===== src/rtl/fetch_unit_if.sv =====
// Fetch-side bus bundle: instruction-memory port, branch redirect and IF/ID handshake.
// The fetch unit is the master; memory, branch unit and decode together form the slave.
interface fetch_unit_if;
    logic [63:0] busPc;
    logic [31:0] instruction;
    logic        redirect_valid;
    logic [63:0] redirect_pc;
    logic        if_valid;
    logic        if_ready;
    logic [31:0] if_instr;
    logic [63:0] if_pc;

    modport master (
        output busPc, if_valid, if_instr, if_pc,
        input  instruction, redirect_valid, redirect_pc, if_ready
    );

    modport slave (
        input  busPc, if_valid, if_instr, if_pc,
        output instruction, redirect_valid, redirect_pc, if_ready
    );
endinterface


===== src/rtl/fetch_unit.sv =====
// Instruction fetch stage: drives pc to instruction memory and fills a one-entry IF/ID register
// drained by decode over valid/ready; supports start gating, redirect/flush and halt on zero word.
module fetch_unit #(
    parameter logic [63:0] RESET_PC     = 64'h0,
    parameter bit          HALT_ON_ZERO = 1'b1
) (
    input  logic                clk,
    input  logic                rst_n,
    input  logic                start,
    fetch_unit_if.master        bus,
    output logic                halted,
    output logic [31:0]         fetch_count
);

    typedef enum logic [1:0] {StIdle, StRun, StHalt} state_e;

    state_e      state_q, state_d;
    logic [63:0] pc_q, pc_d;
    logic        valid_q, valid_d;
    logic [31:0] instr_q, instr_d;
    logic [63:0] ipc_q, ipc_d;
    logic [31:0] count_q, count_d;

    logic fire;
    logic slot_free;
    logic halt_word;

    always_comb begin
        state_d = state_q;
        pc_d    = pc_q;
        valid_d = valid_q;
        instr_d = instr_q;
        ipc_d   = ipc_q;

        fire      = valid_q && bus.if_ready;
        slot_free = !valid_q || bus.if_ready;
        halt_word = HALT_ON_ZERO && (bus.instruction == 32'h0);
        count_d   = count_q + {31'b0, fire};

        unique case (state_q)
            StIdle: begin
                if (start) state_d = StRun;
            end
            StRun: begin
                if (slot_free) begin
                    if (halt_word) begin
                        // Slot is free here, so the old entry is either absent or leaving now.
                        state_d = StHalt;
                        valid_d = 1'b0;
                    end else begin
                        instr_d = bus.instruction;
                        ipc_d   = pc_q;
                        valid_d = 1'b1;
                        pc_d    = pc_q + 64'd4;
                    end
                end
            end
            StHalt: begin
                if (fire) valid_d = 1'b0;
            end
            default: state_d = StIdle;
        endcase

        // Redirect overrides any capture this cycle; the in-flight fetch is dropped.
        if (state_q != StIdle && bus.redirect_valid) begin
            pc_d    = bus.redirect_pc & ~64'h3;
            valid_d = 1'b0;
            instr_d = instr_q;
            ipc_d   = ipc_q;
            state_d = StRun;
        end
    end

    always_ff @(posedge clk or negedge rst_n) begin
        if (!rst_n) begin
            state_q <= StIdle;
            pc_q    <= RESET_PC;
            valid_q <= 1'b0;
            instr_q <= 32'h0;
            ipc_q   <= 64'h0;
            count_q <= 32'h0;
        end else begin
            state_q <= state_d;
            pc_q    <= pc_d;
            valid_q <= valid_d;
            instr_q <= instr_d;
            ipc_q   <= ipc_d;
            count_q <= count_d;
        end
    end

    assign bus.busPc    = pc_q;
    assign bus.if_valid = valid_q;
    assign bus.if_instr = instr_q;
    assign bus.if_pc    = ipc_q;
    assign halted       = (state_q == StHalt);
    assign fetch_count  = count_q;

endmodule


===== src/flat_wrapper.sv =====
// flat-port wrapper written by rule: the top's interface ports become plain ports
module fetch_unit_flat 
#(
    parameter logic [63:0] RESET_PC     = 64'h0,
    parameter bit          HALT_ON_ZERO = 1'b1
)
  (clk, rst_n, start, halted, fetch_count, bus_busPc, bus_if_valid, bus_if_instr, bus_if_pc, bus_instruction, bus_redirect_valid, bus_redirect_pc, bus_if_ready);
  fetch_unit_if bus_i ();
  input  logic clk;
  input  logic rst_n;
  input  logic start;
  output logic halted;
  output logic [31:0] fetch_count;
  output wire logic [$bits(bus_i.busPc)-1:0] bus_busPc;
  output wire logic [$bits(bus_i.if_valid)-1:0] bus_if_valid;
  output wire logic [$bits(bus_i.if_instr)-1:0] bus_if_instr;
  output wire logic [$bits(bus_i.if_pc)-1:0] bus_if_pc;
  input wire logic [$bits(bus_i.instruction)-1:0] bus_instruction;
  input wire logic [$bits(bus_i.redirect_valid)-1:0] bus_redirect_valid;
  input wire logic [$bits(bus_i.redirect_pc)-1:0] bus_redirect_pc;
  input wire logic [$bits(bus_i.if_ready)-1:0] bus_if_ready;
  assign bus_busPc = bus_i.busPc;
  assign bus_if_valid = bus_i.if_valid;
  assign bus_if_instr = bus_i.if_instr;
  assign bus_if_pc = bus_i.if_pc;
  assign bus_i.instruction = bus_instruction;
  assign bus_i.redirect_valid = bus_redirect_valid;
  assign bus_i.redirect_pc = bus_redirect_pc;
  assign bus_i.if_ready = bus_if_ready;
  fetch_unit #(.RESET_PC(RESET_PC), .HALT_ON_ZERO(HALT_ON_ZERO)) u_core (.clk(clk), .rst_n(rst_n), .start(start), .bus(bus_i), .halted(halted), .fetch_count(fetch_count));
endmodule

===== config.mk =====
export PLATFORM = sky130hd
export DESIGN_NAME = fetch_unit_flat
export DESIGN_NICKNAME = d
export VERILOG_FILES = /design/src/rtl/fetch_unit_if.sv /design/src/rtl/fetch_unit.sv /design/src/flat_wrapper.sv
export SDC_FILE = /design/constraint.sdc
export NUM_CORES = 1
export LEC_CHECK = 0
export ABC_AREA = 1
export ABC_CLOCK_PERIOD_IN_PS = 5500
export CORE_MARGIN = 3
export CORE_UTILIZATION = 53
export CTS_CLUSTER_SIZE = 14
export DETAILED_ROUTE_END_ITERATION = 6
export PLACE_DENSITY_LB_ADDON = 0.08
export RECOVER_POWER = 25
export SLEW_MARGIN = 20
export SYNTH_ARGS = -nofsm -noshare
export SYNTH_HDL_FRONTEND = slang
export SYNTH_SLANG_ARGS = --single-unit

===== constraint.sdc =====
create_clock -name clk -period 5.5 [get_ports clk]
set_input_delay 0.55 -clock clk [delete_from_list [all_inputs] [get_ports clk]]
set_output_delay 0.55 -clock clk [all_outputs]
set_load 0.02 [all_outputs]

# [Word level (Yosys, flattened, before mapping)]
# Cells that the tools add are included.
[word_totals] reg_bits=195 output_inout_bits=194 elab_cells=46
[classes] addsub=2 n_eq_ne=8 muxes=14 bitwise_logic=2 n_reduce_logical=14
[ops] operator="$mux W64" count=4
[ops] operator="$add A64 B3 Y64 const B" count=1
[ops] operator="$add A32 B1 Y32" count=1
[ops] operator="$logic_not A32 Y1" count=1
[ops] operator="$ne A3 B1 Y1 const B" count=3
[ops] operator="$mux W2" count=4
[ops] operator="$reduce_and A4 Y1" count=2
[ops] operator="$pmux W2 S3" count=1
[ops] operator="$reduce_and A3 Y1" count=2
[ops] operator="$reduce_bool A2 Y1" count=3
[ops] operator="$mux W1" count=4
[ops] operator="$ne A3 B2 Y1 const B" count=1
[ops] operator="$reduce_bool A3 Y1" count=1
[ops] operator="$eq A2 B1 Y1 const B" count=1
[ops] operator="$eq A2 B2 Y1 const B" count=1
[ops] operator="$logic_and A1 B1 Y1" count=2
[ops] operator="$logic_not A2 Y1" count=1
[ops] operator="$ne A2 B1 Y1 const B" count=1
[ops] operator="$ne A2 B2 Y1 const B" count=1
[ops] operator="$not A1 Y1" count=2
[ops] operator="$pmux W1 S2" count=1
[ops] operator="$logic_not A1 Y1" count=1
[ops] operator="$logic_or A1 B1 Y1" count=1

# [Longest topological paths before layout]
# Gate-level depths: netlist of the first run.
[logic_depth] ltp_word=5 ltp_mapped=12 ltp_nobuf=12

# [Worst setup path before layout of the first run]
# Ideal clock, no wire load.
[synth_path] path_kind="input-to-reg" start="input port bus_if_ready" end="register u_core.count_q[24], in the netlist u_core.fetch_count[24]" setup_time_ps=117 arrival_time_ps=1942 required_ps=5383 setup_slack_ps=3440 cell_stages=12 path_cell_list="nand2_1 -> inv_1 -> ha_1 -> ha_1 -> nand3_1 -> nor2_1 -> nand3_1 -> nand3b_1 -> nor2_1 -> nand2_1 -> nand2_1 -> nand2_1"
[synth_between] elab_chain_cells=2
[synth_rtl] item="start: declaration" line="flat_wrapper.sv:21" text="input wire logic [$bits(bus_i.if_ready)-1:0] bus_if_ready;"
[synth_rtl] item="$logic_and A1 B1 Y1" line="fetch_unit.sv:35" text="fire = valid_q && bus.if_ready;"
[synth_rtl] item="$add A32 B1 Y32" line="fetch_unit.sv:38" text="count_d = count_q + {31'b0, fire};"
[synth_rtl] item="via u_core.count_d[24]" line="fetch_unit.sv:22" text="logic [31:0] count_q, count_d;"
[synth_rtl] item="end signal: assignment" line="fetch_unit.sv:88" text="count_q <= count_d;"
[synth_rtl] item="end: declaration" line="fetch_unit.sv:22"
# The timed path passes the listed nets, and every way through them passes these cells.
# A chain may end at the register's enable or synchronous reset.

==> reports/metrics.sh, run 1 <==
PLACE.DETAILED.HPWL_UM=27800
SYNTH_AREA_UM2=10800
CLOCK_TRANSITION_AT_THE_REGISTERS_OF_THE_REPORTED_PATHS_NS=0.07
MAXSLEWHEADROOM_PCT=-108
GRT_START_MAX_NET_PINS=90
SEQUENTIALPOWERSHARE_PCT=32.5
WORST_PIN_SLEW_NS=3.13
SYN_INST=1563
ACHIEVABLE-FREQUENCY_MHz=280
DIE_H_UM=149
DETAIL_ROUTE.VIAS_PER_CELL=5.35
CTS_TREE='done'
IR_WORST_VDD_V=0.000354
COREAREA_UM2=19700
WIRE_LENGTH_PER_CELL_UM=17.3
VIA_COUNT_OF_THE_FIRST_GLOBAL_ROUTING_PASS=10600
DETAILEDROUTE.FIRSTITERATIONVIOLATIONS=943
DP_CELLS=2077
YS_WARN_COUNT=0
FINALNETCOUNT=1935
FLOORPLAN.ROWS=51
FINALHOLDVIOLCOUNT=0
YS_TOP_CELLS_BY_COUNT='547 x sky130_fd_sc_hd__nand2_1, 235 x sky130_fd_sc_hd__nor2_1, 191 x sky130_fd_sc_hd__dfrtp_1, 158 x sky130_fd_sc_hd__inv_1, 130 x sky130_fd_sc_hd__nand3_1'
TIMING.CRITICAL_PATH.CELLS='clkbuf_8 -> clkbuf_1'
POST_ROUTE_CELLS_DRIVE_ABOVE_1_SHARE_PCT=3.58
FINAL.PERIOD_UTILIZATION_PCT=64.8
SWITCHING_POWER_W=0.00373
ROUTE.DETAILED.DRC=0
FAILED_CHECKS='max-capacitance violations, max-slew violations'
WORST_SETUP_SP_TYPE='primary input'
SYN_AREA_PER_CELL_UM2=6.89
CRIT-REG2REG-LAUNCH='u_core.bus.if_valid'
DIE_WIDTH_UM=149
FINCLKSKEW_NS=0.0157
NUMBER_OF_BUFFERS_CREATED_BY_CTS=17
P_CLK_SHARE_PCT=16.0
WORST-PATH-MAX-FANOUT=88
CLOCKROOTBUFFER='sky130_fd_sc_hd__clkbuf_16'
POWER-PER-CELL-AREA_nW_PER_UM2=556
TIMING.CRITICAL_PATH.REQUIRED_NS=5.36
SYNTHTOPCELLSBYAREA='sky130_fd_sc_hd__dfrtp_1 44%, sky130_fd_sc_hd__nand2_1 19%, sky130_fd_sc_hd__nor2_1 8.2%'
CP_SLOWEST_CELL='sky130_fd_sc_hd__clkbuf_1'
SETUP.WORST_PATH.START='rst_n'
TIMING.CRITICAL_PATH.MAX_DELAY_FAMILY='buffers and inverters'
SETUP.WORST_PATH.CLASS='in2async'
POST-CTS-SETUP-BUFFER-COUNT=0
AREA_GROWTH_SYN_TO_LAYOUT_PCT=33.4
SETUP_VIOL_COUNT_FINAL=0
YOSYS_MOST_USED_DFF='sky130_fd_sc_hd__dfrtp_1'
OUTCOME='complete, but fails checks'
DESIGN.DIE.AREA_UM2=22100
HOLDBUFCOUNTCTS=0
INITIAL_UTILIZATION_PCT=54.6
GLOBALROUTE.TOTALOVERFLOW=0
MAX_STAGE_DELAY_NS=2.25
FINALCOREUTILIZATION_PCT=72.8
YOSYS.CELL_COUNT.TOP_TYPE='sky130_fd_sc_hd__nand2_1'
CLOCK_LATENCY_NS=0.44
FINAL_ANTENNA_NET_COUNT=0
SYNTH.TOP_CELL.AREA_SHARE_PCT=44.4
SYNTH-SEQ-CELLS=191
SYNTH_ENABLE_FLOP_CELLS=0
POST-ROUTE-MIN-PERIOD_NS=3.57
NETLIST-CELL-TYPE-COUNT=36
CTS_RESIZED=0
LONGEST_CLK_PATH_BUFS=2
VIAS=11300
IO_BUFFER_COUNT=288
TIMING.CRITICAL_PATH.ARRIVAL_NS=3.43
SYNTHARSTFLOPSHARE_PCT=100
GRT_USAGE_PCT=32.7
HOLD_PATH.CLASS='in2async'
FINAL_CELL_COUNT_NO_FILL=2111
P_SW_SHARE_PCT=46.7
BUFFER_AND_INVERTER_COUNT_ON_THE_WORST_PATH=2
SINKS_ON_CLOCK_NET=191
REPORT.FINAL.SLEW_VIOL_COUNT=107
INTERNAL_POWER_W=0.00426
DRT_WL_TOTAL_UM=36500
HTREE_NUM_LEVELS=4
BOUNDARYPINS=295
SETUP.WORST_PATH.END_CLASS='async pin'
SYNTH_LARGEST_AREA_CELL='sky130_fd_sc_hd__dfrtp_1'
SETUP_TOTAL_NEGATIVE_SLACK_NS=0
RSZ0062_AT_GRT='no'
YS_SEQ_AREA_SHARE_PCT=44.4
MAX_CAPACITANCE_VIOLATION_TOTAL=2
LEAKAGEPOWER_nW=6.75
FINALWEIGHTEDCONGESTION=1.00
GRT_PASS1_WL_UM=56900
POWER_SHARE_OF_THE_COMBINATIONAL_GROUP_PCT=51.4
ANTENNA_FOUND_INITIAL=2
FIRST_PASS_ITERS=5
## sequential cells by signal, indices dropped and copies added, names as in the netlist
name	count
u_core.bus.if_instr	32
u_core.bus.if_pc	62
u_core.bus.busPc	62
u_core.fetch_count	32
u_core.bus.if_valid	1
u_core.state_q	2
## metal layers
metal	vias to the layer above	GRT usage (%)	wire length (um)
met5	-	0	0
met4	0	10.6	1050
met3	63	5.73	3150
met2	528	53.5	17200
met1	5250	44.5	15200
li1	5452	-	-
## cells in the final DEF, fill, tap and decap left out, drive strengths merged, types with 2 or more instances in the layout
master         instances
diode                  2
and3                   2
nor4                   2
or2                    2
dfrtp                191
o21ai                134
nor2                 248
nand4                 19
nand2                551
nand3b                 3
o31ai                  2
nand3                130
a31oi                  3
clkbuf                24
clkinv                 5
ha                     3
buf                    7
xor2                  19
nor3                  23
o21bai                 2
inv                  169
clkdlybuf4s50        286
xnor2                 10
conb                   4
## path summary, 6_finish.rpt
| path | end | slack (ns) | cells after the start |
|---|---|---|---|
| min reg2reg | u_core.bus.if_instr[20] | 0.48 | 2 |
| max in group clk | u_core.bus.busPc[7] | 2.44 | 8 |
| min | u_core.fetch_count[19] | 0.14 | 1 |
| max | u_core.bus.busPc[31] | 1.93 | 2 |
| max reg2reg | u_core.bus.busPc[7] | 2.69 | 8 |
| min in group clk | u_core.bus.if_instr[20] | 0.48 | 2 |
## power by group through the flow
stage	sequential (W)	clock, W	combinational (W)
after floorplan	0.00313	0	0.00172
after global placement	0.00258	0	0.00399
after detailed placement	0.00260	0	0.00408
after CTS	0.00258	0.00129	0.00411
after global routing	0.00267	0.00135	0.00448
final	0.00260	0.00128	0.00411
## area by class of cell
| type | count | area, um^2 |
|---|---|---|
| fill | 1571 | 5360 |
| multi-input combinational | 1160 | 5080 |
| sequential | 191 | 4780 |
| timing repair buffer | 297 | 2950 |
| inverter | 164 | 616 |
| clock buffer | 21 | 480 |
| tap | 265 | 332 |
| clock inverter | 11 | 119 |
| antenna | 2 | 5.00 |
## logic make-up (layout without fill, tap and decap cells)
| kind of cell | after synthesis | count (layout) | synth area share (%) |
|---|---|---|---|
| DFF | 191 | 191 | 44.4 |
| adders and majority gates | 3 | 3 | 0.349 |
| and+or+nand+nor | 981 | 981 | 37.5 |
| buffers and inverters | 215 | 493 | 8.45 |
| xor gates and xnor gates | 29 | 29 | 2.36 |
| other | 1 | 6 | 0.0348 |
| AOI/OAI and AO/OA | 143 | 143 | 6.88 |
## through the flow
stage / setup slack (ns) / total power [W] / cell area (um^2) / hold WS (ns)
2_1_floorplan: 3.44 / 0.00486 / 10800 / 0.254
3_3_place_gp: 2.19 / 0.00657 / 13800 / 0.453
3_5_place_dp: 2.17 / 0.00668 / 13800 / 0.458
4_1_cts: 2.60 / 0.00798 / 14400 / 0.174
5_1_grt: 1.32 / 0.00850 / 14400 / 0.199
6_report: 1.93 / 0.00799 / 14400 / 0.136
Note: power is estimated with default switching activity, not from simulation.
==> run 2, diff against run 1 <==
--- a/config.mk
+++ b/config.mk
@@ -6,9 +6,9 @@
 export NUM_CORES = 1
 export LEC_CHECK = 0
 export ABC_AREA = 1
-export ABC_CLOCK_PERIOD_IN_PS = 5500
+export ABC_CLOCK_PERIOD_IN_PS = 3100
 export CORE_MARGIN = 3
-export CORE_UTILIZATION = 53
+export CORE_UTILIZATION = 44
 export CTS_CLUSTER_SIZE = 14
 export DETAILED_ROUTE_END_ITERATION = 6
 export PLACE_DENSITY_LB_ADDON = 0.08
==> constraint.sdc (replaced) <==
create_clock -name clk -period 3.1 [get_ports clk]
set_input_delay 0.31 -clock clk [delete_from_list [all_inputs] [get_ports clk]]
set_output_delay 0.31 -clock clk [all_outputs]
set_load 0.02 [all_outputs]
==> run 2 against run 1 <==
Non-clock buffer count increased by 8. Sequential share of layout area decreased by 0.37 points. Combinational power increased by 80%. Design area increased by 1.1%. First-iteration DRC count decreased by 12%. Worst hold slack improved by 0.31 ns. Largest cell class unchanged. The flow now finishes without violations. Clock skew decreased by 0.00063 ns. Highest routed layer unchanged. Final cell count increased by 2.9%. Sequential power increased by 76%. Wire length increased by 2.0%.
==> reports/metrics.sh, run 2 (synthesized netlist as in run 1, its figures left out) <==
INTERNAL_POWER_W=0.00756
WORST_PATH_MOST_REPEATED_CELL='sky130_fd_sc_hd__nand2_1'
FLOORPLAN.ROWS=56
MAX_STAGE_DELAY_NS=0.46
LONGEST_CLK_PATH_BUFS=2
DP_CELLS=2138
FINCLKSKEW_NS=0.0151
FINALHOLDVIOLCOUNT=0
TIMING.CRITICAL_PATH.MAX_DELAY_FAMILY='simple AND/OR/NAND/NOR gates'
NUMBER_OF_BUFFERS_CREATED_BY_CTS=17
MOST-COMMON-LAYOUT-CELLS='547 x sky130_fd_sc_hd__nand2_1, 287 x sky130_fd_sc_hd__clkdlybuf4s50_1, 235 x sky130_fd_sc_hd__nor2_1'
WORST_PIN_SLEW_NS=1.07
SEQUENTIALPOWERSHARE_PCT=32.3
DETAILEDROUTE.FIRSTITERATIONVIOLATIONS=829
TIMING.CRITICAL_PATH.ARRIVAL_NS=2.61
VIA_COUNT_OF_THE_FIRST_GLOBAL_ROUTING_PASS=10100
CTS_RESIZED=0
POST_ROUTE_CELLS_DRIVE_ABOVE_1_SHARE_PCT=3.83
DIE_WIDTH_UM=162
P_SW_SHARE_PCT=46.6
RSZ0062_AT_GRT='no'
CTS_TREE='done'
POWER_SHARE_OF_THE_COMBINATIONAL_GROUP_PCT=52.2
MAXSLEWHEADROOM_PCT=28.8
COREAREA_UM2=23800
P_TOTAL_W=0.0142
REPORT.FINAL.SLEW_VIOL_COUNT=0
WORST-PATH-MAX-FANOUT=40
DRT_WL_TOTAL_UM=37300
GRT_START_MAX_NET_PINS=88
SINKS_ON_CLOCK_NET=191
FINALWEIGHTEDCONGESTION=0.971
CLOCK_TRANSITION_AT_THE_REGISTERS_OF_THE_REPORTED_PATHS_NS=0.07
SETUP_TOTAL_NEGATIVE_SLACK_NS=0
MET2_USAGE_PCT=43.3
DESIGN.DIE.AREA_UM2=26400
USE_MET3_PCT=4.43
REG2REG_SLACK_NS=0.81
PLACE.DETAILED.HPWL_UM=28600
DIE_H_UM=162
SETUP.WORST_PATH.END_CLASS='flop'
FINAL.PERIOD_UTILIZATION_PCT=74.0
ACHIEVABLE-FREQUENCY_MHz=436
FINAL_CELL_COUNT_NO_FILL=2173
GRT_USAGE_PCT=28.0
DETAILED_PLACE.AREA_UM2=13900
POST-ROUTE-MIN-PERIOD_NS=2.29
WORST_SETUP_SP_TYPE='flop'
SETUP_VIOL_COUNT_FINAL=0
GLOBALROUTE.BUSIESTLAYER='met2'
HTREE_NUM_LEVELS=4
SWITCHING_POWER_W=0.00661
SETUP.WORST_PATH.CLASS='reg2reg'
TIMING.CRITICAL_PATH.REQUIRED_NS=3.41
INITIAL_UTILIZATION_PCT=45.3
CP_SLOWEST_CELL='sky130_fd_sc_hd__dfrtp_1'
VIAS=11000
CLOCKROOTBUFFER='sky130_fd_sc_hd__clkbuf_16'
GLOBALROUTE.TOTALOVERFLOW=0
FINALCOREUTILIZATION_PCT=61.1
FINALNETCOUNT=1943
IO_BUFFER_COUNT=288
HOLD_PATH.CLASS='in2reg'
GLOBAL_ROUTE.USAGE.MET1_PCT=40.5
TIMING.CRITICAL_PATH.CELLS='inv_2 -> nor2_1 -> nand2_1 -> nor2_4 -> nand2_4 -> buf_4 -> nand2_1 -> o21ai_0'
OUTCOME='finished clean'
BUFFER_AND_INVERTER_COUNT_ON_THE_WORST_PATH=2
FIRST_PASS_ITERS=5
ROUTE.DETAILED.DRC=0
FINAL_INSTANCE_AREA_UM2=14500
FINAL_ANTENNA_NET_COUNT=0
MOSTFREQUENTLAYOUTCELL='sky130_fd_sc_hd__nand2_1'
AREA_GROWTH_SYN_TO_LAYOUT_PCT=34.9
BOUNDARYPINS=295
WIRE_LENGTH_PER_CELL_UM=17.2
GRT_PASS1_WL_UM=57300
POWER-PER-CELL-AREA_nW_PER_UM2=975
IR_WORST_VDD_V=0.000641
ANTENNA_FOUND_INITIAL=2
P_CLK_SHARE_PCT=15.5
MAX_CAPACITANCE_VIOLATION_TOTAL=0
CLOCK_LATENCY_NS=0.44
DETAIL_ROUTE.VIAS_PER_CELL=5.06
LEAKAGEPOWER_nW=6.79
-- run 2: metrics by stage --
stage          setup slack, ns  hold slack [ns]
4_1_cts                  0.823            0.434
2_1_floorplan             1.10           0.0144
3_5_place_dp             0.441            0.431
6_report                 0.807            0.448
3_3_place_gp             0.482            0.427
5_1_grt                  0.588            0.465
-- run 2: worst reg2reg max path, stage by stage (launching register included) --
cell and delay, ns:
sky130_fd_sc_hd__dfrtp_1 0.46, sky130_fd_sc_hd__inv_2 0.06, sky130_fd_sc_hd__nor2_1 0.13, sky130_fd_sc_hd__nand2_1 0.15
sky130_fd_sc_hd__nor2_4 0.43, sky130_fd_sc_hd__nand2_4 0.40, sky130_fd_sc_hd__buf_4 0.38, sky130_fd_sc_hd__nand2_1 0.10
sky130_fd_sc_hd__o21ai_0 0.07
-- run 2: timing repair --
action	4_1_cts	5_1_grt
setup buffers	0	0
endpoints found under the hold margin	83	0
hold buffers	1	0
-- run 2: power groups by stage --
| stage | registers (W) | clock network [W] | logic [W] |
|---|---|---|---|
| 6_report | 0.00458 | 0.00219 | 0.00739 |
| 5_1_grt | 0.00472 | 0.00233 | 0.00812 |
| 4_1_cts | 0.00456 | 0.00224 | 0.00743 |
| 3_5_place_dp | 0.00459 | 0 | 0.00739 |
| 3_3_place_gp | 0.00458 | 0 | 0.00729 |
| 2_1_floorplan | 0.00555 | 0 | 0.00306 |
-- run 2: cell type report --
cell class | count | area (um^2)
fill | 2222 | 9230
multi-input combinational | 1160 | 5080
sequential | 191 | 4780
timing repair buffer | 305 | 3070
inverter | 164 | 616
clock buffer | 18 | 429
tap | 319 | 399
clock inverter | 14 | 141
antenna | 2 | 5.00
-- run 2: worst paths after layout --
| kind | from | to | cells after the start |
|---|---|---|---|
| max | u_core.state_q[0] | u_core.bus.if_pc[24] | 8 |
| min | bus_redirect_pc[20] | u_core.bus.busPc[20] | 3 |
| max reg2reg | u_core.state_q[0] | u_core.bus.if_pc[24] | 8 |
| min reg2reg | u_core.bus.if_instr[20] | u_core.bus.if_instr[20] | 2 |
| max in group asynchronous | rst_n | u_core.bus.if_instr[20] | 3 |
| min in group asynchronous | rst_n | u_core.bus.if_instr[15] | 2 |
-- run 2: routing by layer --
metal / up-vias / share of wire (%)
li1: 5443 / -
met1: 5123 / 45
met2: 394 / 46
met3: 43 / 6.9
met4: 0 / 2.3
met5: - / 0
==> run 3, diff against run 2 <==
--- a/config.mk
+++ b/config.mk
@@ -6,9 +6,9 @@
 export NUM_CORES = 1
 export LEC_CHECK = 0
 export ABC_AREA = 1
-export ABC_CLOCK_PERIOD_IN_PS = 3100
+export ABC_CLOCK_PERIOD_IN_PS = 2150
 export CORE_MARGIN = 3
-export CORE_UTILIZATION = 44
+export CORE_UTILIZATION = 49
 export CTS_CLUSTER_SIZE = 14
 export DETAILED_ROUTE_END_ITERATION = 6
 export PLACE_DENSITY_LB_ADDON = 0.08
==> constraint.sdc (replaced) <==
create_clock -name clk -period 2.15 [get_ports clk]
set_input_delay 0.215 -clock clk [delete_from_list [all_inputs] [get_ports clk]]
set_output_delay 0.215 -clock clk [all_outputs]
set_load 0.02 [all_outputs]
==> run 3 against run 2 <==
Worst hold slack lost 0.10 ns. Via count rose by 3.2%. Non-clock buffer count rose by 53. Critical path depth rose by 4. Sequential power up 44%. Design area grew 3.4%. Setup slack worse by 0.70 ns. Critical endpoint is now u_core.fetch_count[24]. Largest power group unchanged.
==> reports/metrics.sh, run 3 (synthesized netlist as in run 1, its figures left out) <==
TIMING.CRITICAL_PATH.REQUIRED_NS=2.49
COREAREA_UM2=21300
LEAKAGEPOWER_nW=7.10
SINKS_ON_CLOCK_NET=191
WORST_PIN_SLEW_NS=1.23
FINCLKSKEW_NS=0.0143
POWER_SHARE_OF_THE_COMBINATIONAL_GROUP_PCT=52.8
TIMING.CRITICAL_PATH.ARRIVAL_NS=2.38
GRT_START_MAX_NET_PINS=61
IO_BUFFER_COUNT=288
SEQUENTIALPOWERSHARE_PCT=31.3
FINAL_INSTANCE_AREA_UM2=15000
GRT_USAGE_PCT=31.4
CLOCKROOTBUFFER='sky130_fd_sc_hd__clkbuf_16'
CTS_TREE='done'
FINALCOREUTILIZATION_PCT=70.5
GLOBALROUTE.TOTALOVERFLOW=0
WIRE_LENGTH_PER_CELL_UM=17.1
POST_ROUTE_CELLS_DRIVE_ABOVE_1_SHARE_PCT=7.09
P_SW_SHARE_PCT=45.6
DETAIL_ROUTE.VIAS_PER_CELL=5.20
FINALNETCOUNT=1996
DRT_WL_TOTAL_UM=37300
MAXSLEWHEADROOM_PCT=18.2
FINALWEIGHTEDCONGESTION=0.975
SETUP_VIOL_COUNT_FINAL=0
INITIAL_UTILIZATION_PCT=50.6
INTERNAL_POWER_W=0.0115
SETUP_TOTAL_NEGATIVE_SLACK_NS=0
POWER-PER-CELL-AREA_nW_PER_UM2=1410
AREA_GROWTH_SYN_TO_LAYOUT_PCT=39.5
DETAILEDROUTE.FIRSTITERATIONVIOLATIONS=768
OUTCOME='finished clean'
GRT_PASS1_WL_UM=59600
VIAS=11400
P_CLK_SHARE_PCT=15.8
LONGEST_CLK_PATH_BUFS=2
IR_WORST_VDD_V=0.000874
DESIGN.DIE.AREA_UM2=23800
MOSTFREQUENTLAYOUTCELL='sky130_fd_sc_hd__nand2_1'
BOUNDARYPINS=295
FLOORPLAN.ROWS=53
ANTENNA_FOUND_INITIAL=2
ROUTE.DETAILED.DRC=0
CLOCK_LATENCY_NS=0.45
DP_CELLS=2145
NUM-FILL-CELLS=1770
DIE_H_UM=154
REPORT.FINAL.SLEW_VIOL_COUNT=0
SETUP.WORST_PATH.END_CLASS='flop'
FINAL_ANTENNA_NET_COUNT=0
FIRST_PASS_ITERS=6
SWITCHING_POWER_W=0.00963
HOLD_PATH.CLASS='in2reg'
CLOCK_TRANSITION_AT_THE_REGISTERS_OF_THE_REPORTED_PATHS_NS=0.08
SETUP.WORST_PATH.CLASS='reg2reg'
FINAL.PERIOD_UTILIZATION_PCT=94.8
PLACE.DETAILED.HPWL_UM=28800
ACHIEVABLE-FREQUENCY_MHz=491
WORST-PATH-MAX-FANOUT=3
FINAL_CELL_COUNT_NO_FILL=2182
MOST-COMMON-LAYOUT-CELLS='547 x sky130_fd_sc_hd__nand2_1, 287 x sky130_fd_sc_hd__clkdlybuf4s50_1, 230 x sky130_fd_sc_hd__nor2_1'
VIA_COUNT_OF_THE_FIRST_GLOBAL_ROUTING_PASS=11100
POST-ROUTE-MIN-PERIOD_NS=2.04
NUMBER_OF_BUFFERS_CREATED_BY_CTS=17
MINIMUM_HOLD_SLACK_NS=0.345
HTREE_NUM_LEVELS=4
MAX_CAPACITANCE_VIOLATION_TOTAL=0
DETAILED_PLACE.AREA_UM2=14400
WORST_SETUP_SP_TYPE='flop'
DIE_WIDTH_UM=154
FINALHOLDVIOLCOUNT=0
==> run 3: cell types whose count changed in the layout (fill, tap and decap cells not counted), moves of 2 or more <==
cell and delta:
sky130_fd_sc_hd__clkbuf_1 -3, sky130_fd_sc_hd__nor2_1 -5, sky130_fd_sc_hd__buf_4 +49, sky130_fd_sc_hd__bufinv_16 +2, sky130_fd_sc_hd__nor2_2 +4, sky130_fd_sc_hd__clkbuf_2 +2
sky130_fd_sc_hd__buf_12 +6
==> run 3: path summary, 6_finish.rpt <==
path                                    startpoint                       to  slack, ns  cells after the start
min in group asynchronous                    rst_n  u_core.bus.if_instr[28]       0.55                      2
hold reg to reg            u_core.bus.if_instr[28]  u_core.bus.if_instr[28]       0.47                      2
hold / removal                 bus_redirect_pc[29]     u_core.bus.busPc[29]       0.35                      3
setup / recovery               u_core.bus.if_valid   u_core.fetch_count[24]       0.11                     12
max in group asynchronous                    rst_n      u_core.bus.busPc[2]       0.29                      3
setup reg to reg               u_core.bus.if_valid   u_core.fetch_count[24]       0.11                     12
==> run 3: what timing repair did <==
action,in CTS,in global routing
hold buffers,1,0
endpoints found under the hold margin,41,0
endpoints found under the setup margin,0,8
gates resized for setup,0,9
buffers inserted,0,2
==> run 3: metrics by stage <==
stage          total power [W]  setup slack (ns)
6_report                0.0211             0.111
5_1_grt                 0.0225           -0.0498
4_1_cts                 0.0211            0.0946
3_5_place_dp            0.0177            -0.194
3_3_place_gp            0.0175            -0.110
2_1_floorplan           0.0124             0.154
==> run 3: worst max-delay path, stage by stage, from the launching register on <==
cell and delay, ns:
sky130_fd_sc_hd__dfrtp_1 0.37, sky130_fd_sc_hd__nand2_1 0.09, sky130_fd_sc_hd__inv_2 0.08, sky130_fd_sc_hd__ha_2 0.18, sky130_fd_sc_hd__ha_1 0.16, sky130_fd_sc_hd__nand3_1 0.11
sky130_fd_sc_hd__nor2_2 0.19, sky130_fd_sc_hd__nand3_2 0.11, sky130_fd_sc_hd__nand3b_1 0.25, sky130_fd_sc_hd__nor2_2 0.20, sky130_fd_sc_hd__nand2_1 0.08, sky130_fd_sc_hd__nand2_1 0.08
sky130_fd_sc_hd__nand2_1 0.05
==> run 3: layer usage <==
layer,part of all wire [%],routed length (um),track usage (%)
met5,0,0,0
met4,3.3,1240,11.7
met3,7.2,2690,4.45
met2,46,17200,50.1
met1,43,16200,44.0
==> run 3: power groups by stage <==
stage,logic [W],registers [W],clock network [W]
after global placement,0.0109,0.00656,0
after floorplan,0.00441,0.00801,0
final,0.0112,0.00661,0.00335
after detailed placement,0.0111,0.00660,0
after global routing,0.0122,0.00682,0.00353
after CTS,0.0112,0.00656,0.00340
==> run 3: cell type report <==
cell class                 instances  area (um^2)  share of cell area [%]
inverter                         164          616                    4.10
clock buffer                      19          443                    2.95
tap                              275          344                    2.29
clock inverter                    13          173                    1.15
sequential                       191         4780                    31.8
antenna                            2         5.00                  0.0333
multi-input combinational       1160         5110                    34.0
timing repair buffer             358         3540                    23.6
